[config.mk]
export PLATFORM = sky130hd
export DESIGN_NAME = univ_shift_reg
export DESIGN_NICKNAME = d
export VERILOG_FILES = /design/src/rtl/univ_shift_reg_pkg.sv /design/src/rtl/univ_shift_reg_cnt.sv /design/src/rtl/univ_shift_reg.sv
export SDC_FILE = /design/constraint.sdc
export NUM_CORES = 1
export LEC_CHECK = 0
export BUFFER_PORTS_ARGS = -buffer_cell sky130_fd_sc_hd__buf_2
export CAP_MARGIN = 25
export CORE_AREA = 4 4 46 48
export DETAILED_ROUTE_END_ITERATION = 8
export DIE_AREA = 0 0 50 52
export GPL_ROUTABILITY_DRIVEN = 0
export PLACE_DENSITY = 0.73
export SETUP_SLACK_MARGIN = 0.2
export SYNTH_ARGS = -nofsm -noshare
export SYNTH_HDL_FRONTEND = slang
export SYNTH_SLANG_ARGS = --single-unit
[constraint.sdc]
create_clock -name clk -period 1.6 [get_ports clk]
set_input_delay 0.24 -clock clk [delete_from_list [all_inputs] [get_ports clk]]
set_output_delay 0.24 -clock clk [all_outputs]
set_load 0.01 [all_outputs]
[src/rtl/univ_shift_reg_pkg.sv]
// univ_shift_reg_pkg: mode encodings and counter width rule shared by the shift register slice
package univ_shift_reg_pkg;
   localparam logic [1:0] MODE_HOLD = 2'b00;
   localparam logic [1:0] MODE_SHR  = 2'b01;
   localparam logic [1:0] MODE_SHL  = 2'b10;
   localparam logic [1:0] MODE_LOAD = 2'b11;
   function automatic int cnt_width(input int n);
      return $clog2(n);
   endfunction
endpackage

[src/rtl/univ_shift_reg_cnt.sv]
// mod_n_counter: modulo-N event counter with a terminal-count wrap flag
module mod_n_counter
   import univ_shift_reg_pkg::*;
#(
   parameter int N = 8,
   localparam int CW = cnt_width(N)
) (
   input  logic          clk,
   input  logic          rst_n,
   input  logic          clr,
   input  logic          inc,
   output logic [CW-1:0] cnt,
   output logic          wrap
);
   assign wrap = inc && !clr && cnt == CW'(N - 1);
   always_ff @(posedge clk or negedge rst_n)
      if (!rst_n) cnt <= '0;
      else if (clr) cnt <= '0;
      else if (inc) cnt <= wrap ? '0 : cnt + CW'(1);
endmodule

[src/rtl/univ_shift_reg.sv]
// univ_shift_reg: N-bit hold/shift-right/shift-left/load register with word completion pulse
module univ_shift_reg
   import univ_shift_reg_pkg::*;
#(
   parameter int N = 8,
   localparam int CW = cnt_width(N)
) (
   input  logic          clk,
   input  logic          rst_n,
   input  logic          clr,
   input  logic [1:0]    mode,
   input  logic          s_in_r,
   input  logic          s_in_l,
   input  logic [N-1:0]  d_in,
   output logic [N-1:0]  q,
   output logic          s_out_r,
   output logic          s_out_l,
   output logic          word_done,
   output logic [CW-1:0] shift_cnt
);
   logic shift, wrap;
   logic [N-1:0] q_nxt;
   assign shift = mode == MODE_SHR || mode == MODE_SHL;
   assign s_out_r = q[0];
   assign s_out_l = q[N-1];
   always_comb
      q_nxt = mode == MODE_SHR  ? {s_in_r, q[N-1:1]} :
              mode == MODE_SHL  ? {q[N-2:0], s_in_l} :
              mode == MODE_LOAD ? d_in : q;
   // a load restarts the word, so it clears the counter like clr does
   mod_n_counter #(.N(N)) u_cnt (
      .clk  (clk),
      .rst_n(rst_n),
      .clr  (clr || mode == MODE_LOAD),
      .inc  (shift),
      .cnt  (shift_cnt),
      .wrap (wrap)
   );
   always_ff @(posedge clk or negedge rst_n)
      if (!rst_n) begin
         q         <= '0;
         word_done <= 1'b0;
      end else if (clr) begin
         q         <= '0;
         word_done <= 1'b0;
      end else begin
         q         <= q_nxt;
         word_done <= wrap;
      end
endmodule
==> flow_summary.json <==
{
  "status": "completed",
  "std_cell_rows": 15,
  "relSlewSlack_pct": 78.8,
  "tritoncts": "yes",
  "synthMuxAreaShare_pct": 1.35,
  "ant_nets": 0,
  "seq_power_share_pct": 44.4,
  "fin_worst_skew_ns": 0.00258,
  "dpl.hpwl_mm": 1.22,
  "synth_area_leaders": "dfrtp_1 41%, a211o_2 9.5%, a32o_1 9.5%",
  "drive_gt1_share_pct": 47.0,
  "fin_cells": 125,
  "dr.pass1.iters": 4,
  "cts-buffers-inserted": 3,
  "syn_area_um2": 739,
  "yosysWarnings": 0,
  "syn_inst": 67,
  "fin_crit_ns": 1.26,
  "syn_to_final_growth_pct": 31.8,
  "finalNetCount": 121,
  "grt-ovfl-total": 0,
  "min_period_over_period_pct": 78.9,
  "antenna_cells": 0,
  "core-area_um2": 1710,
  "rsz0062_at_grt": "no",
  "fp.dieW_um": 50,
  "final_common_cell": "buf_2",
  "io_pins": 29,
  "critPathMaxFanout": 4,
  "critPathRequiredTime_ns": 1.79,
  "power.total_uw": 774,
  "die-height_um": 52,
  "clk-insertion-delay-late_ns": 0.27,
  "finalSetupTns_ns": 0,
  "cts_buffer_depth": 2,
  "ir_worst_vdd_mv": 0.417,
  "min_path_type": "in2reg",
  "via_per_inst": 5.22,
  "synth_adder_area_share_pct": 8.46,
  "hold_viol_final": 0,
  "cts.sinks": 12,
  "place_inst": 120,
  "critPathKind": "reg2reg",
  "report.final.slew_viol_count": 0,
  "grt_pass1_wl_mm": 2.68,
  "synth-xor-area-share_pct": 0,
  "yosysSeqAreaShare_pct": 40.6,
  "clkTransAtPathRegs_ns": 0.08,
  "p_leak_nw": 0.512,
  "clock-root-buffer": "clkbuf_4",
  "r2r_cells": 5,
  "power.internal_uw": 559,
  "finalSetupViolCount": 0,
  "final_cell_mix": "28 x buf_2, 12 x dfrtp_1, 8 x nor2b_1, 8 x nand2b_1",
  "p_switching_uw": 215,
  "syn-num-nets": 87,
  "postLayoutCellArea_um2": 975,
  "grt_util_all_layers_pct": 13.4,
  "drv_cap": 0,
  "cts-htree-levels": 1,
  "min_delay_path_depth": 2,
  "drt-initial-drc-count": 13,
  "start_util_pct": 43.3,
  "avgSynthCellArea_um2": 11.0,
  "pwr-share-clk_pct": 31.8,
  "routed-via-count": 652,
  "fmax_ghz": 0.793,
  "dpl-instance-area_um2": 923,
  "postCtsSetupBuffers": 0,
  "first_global_vias": 602,
  "grt_max_degree": 17,
  "tightest_slew_ns": 0.318,
  "synth_top_family_by_area": "compound AO/OA/AOI/OAI gates",
  "crit_path_end_kind": "flip-flop",
  "synth_area_leader_cell": "dfrtp_1",
  "synth_compound_area_share_pct": 23.4,
  "die_area_um2": 2600,
  "power.share.combinational_pct": 23.8,
  "wl_per_cell_um": 12.6,
  "antenna_found_initial": 0,
  "ys_types": 20,
  "totalWireLength_mm": 1.58,
  "swShare_pct": 27.8,
  "cp.arrival_ns": 1.45,
  "ys_ff_latch": 12,
  "drc": 0,
  "synth-simple-area-share_pct": 21.2,
  "nFillCells": 155,
  "cp-start-kind": "flip-flop",
  "io_buffers": 28,
  "power_density_nw_per_um2": 794,
  "yosysTopAreaCellShare_pct": 40.6
}
==> cell type report <==
type	count	area, um2	share of cell area, %
tap	25	31.3	3.21
sequential	12	300	30.8
inverter	2	7.51	0.770
clock buffer	4	36.3	3.72
multi-input combinational	49	407	41.7
timing repair buffer	33	193	19.8
==> stage by stage <==
step	utilization, %	worst slack [ns]	hold slack, ns
after floorplan	-	0.200	-0.0556
after global routing	57.1	0.218	0.229
after detailed placement	54.1	0.0911	0.137
final	57.1	0.338	0.231
after global placement	54.1	0.129	0.134
after CTS	56.8	0.315	0.226
==> Yosys cell counts (all sizes together) <==
library cell and count:
a32o 8, nor2 2, ha 5, nor2b 8, nand2b 8, dfrtp 12
inv 2, clkbuf 1, buf 3, nor4b 1, a22oi 1, a211o 8
nor4 1, mux2i 1, nor3 5, a21oi 1
==> layer usage <==
layer	global-route usage, %	wire [um]
met1	16.9	693
met2	21.1	758
met3	4.30	116
met4	5.53	7
met5	0	0
==> cell families (layout without fill, tap and decap cells) <==
| family | after synthesis | in the layout |
|---|---|---|
| muxes | 1 | 1 |
| buffers and inverters | 6 | 39 |
| AOI/OAI and AO/OA | 18 | 18 |
| DFF | 12 | 12 |
| and+or+nand+nor | 25 | 25 |
| adders and majority gates | 5 | 5 |
==> what timing repair did <==
| action | in CTS | in global routing |
|---|---|---|
| setup endpoints to repair | 0 | 1 |
| hold buffers | 1 | 0 |
| endpoints found under the hold margin | 12 | 0 |
| gates resized for setup | 0 | 1 |
==> path summary, 6_finish.rpt <==
| check | end | slack [ns] | startpoint |
|---|---|---|---|
| worst max-delay path | u_cnt.cnt[0] | 0.34 | u_cnt.cnt[0] |
| worst min-delay path | u_cnt.cnt[2] | 0.23 | clr |
| worst max register to register | u_cnt.cnt[0] | 0.34 | u_cnt.cnt[0] |
| worst min register to register | q[1] | 0.54 | q[1] |
| max in group asynchronous | u_cnt.cnt[1] | 1.02 | rst_n |
| min in group asynchronous | q[4] | 0.36 | rst_n |
==> power groups by stage <==
| stage | Combinational [mW] | Sequential [mW] | Clock (mW) |
|---|---|---|---|
| 2_1_floorplan | 0.104 | 0.357 | 0 |
| 3_3_place_gp | 0.180 | 0.348 | 0 |
| 3_5_place_dp | 0.183 | 0.349 | 0 |
| 4_1_cts | 0.185 | 0.343 | 0.251 |
| 5_1_grt | 0.205 | 0.347 | 0.269 |
| 6_report | 0.184 | 0.344 | 0.246 |
==> sequential cells by signal (all words and copies together) (netlist names) <==
name / flops
word_done: 1
u_cnt.cnt: 3
q: 8
==> critical path, cell delays in order, from the launching register on <==
cell and delay [ns]:
dfrtp_1 0.42, ha_1 0.21, ha_1 0.21, nor3_2 0.15, a21oi_1 0.05, nor3_1 0.13
(Power assumes the default switching activity.)
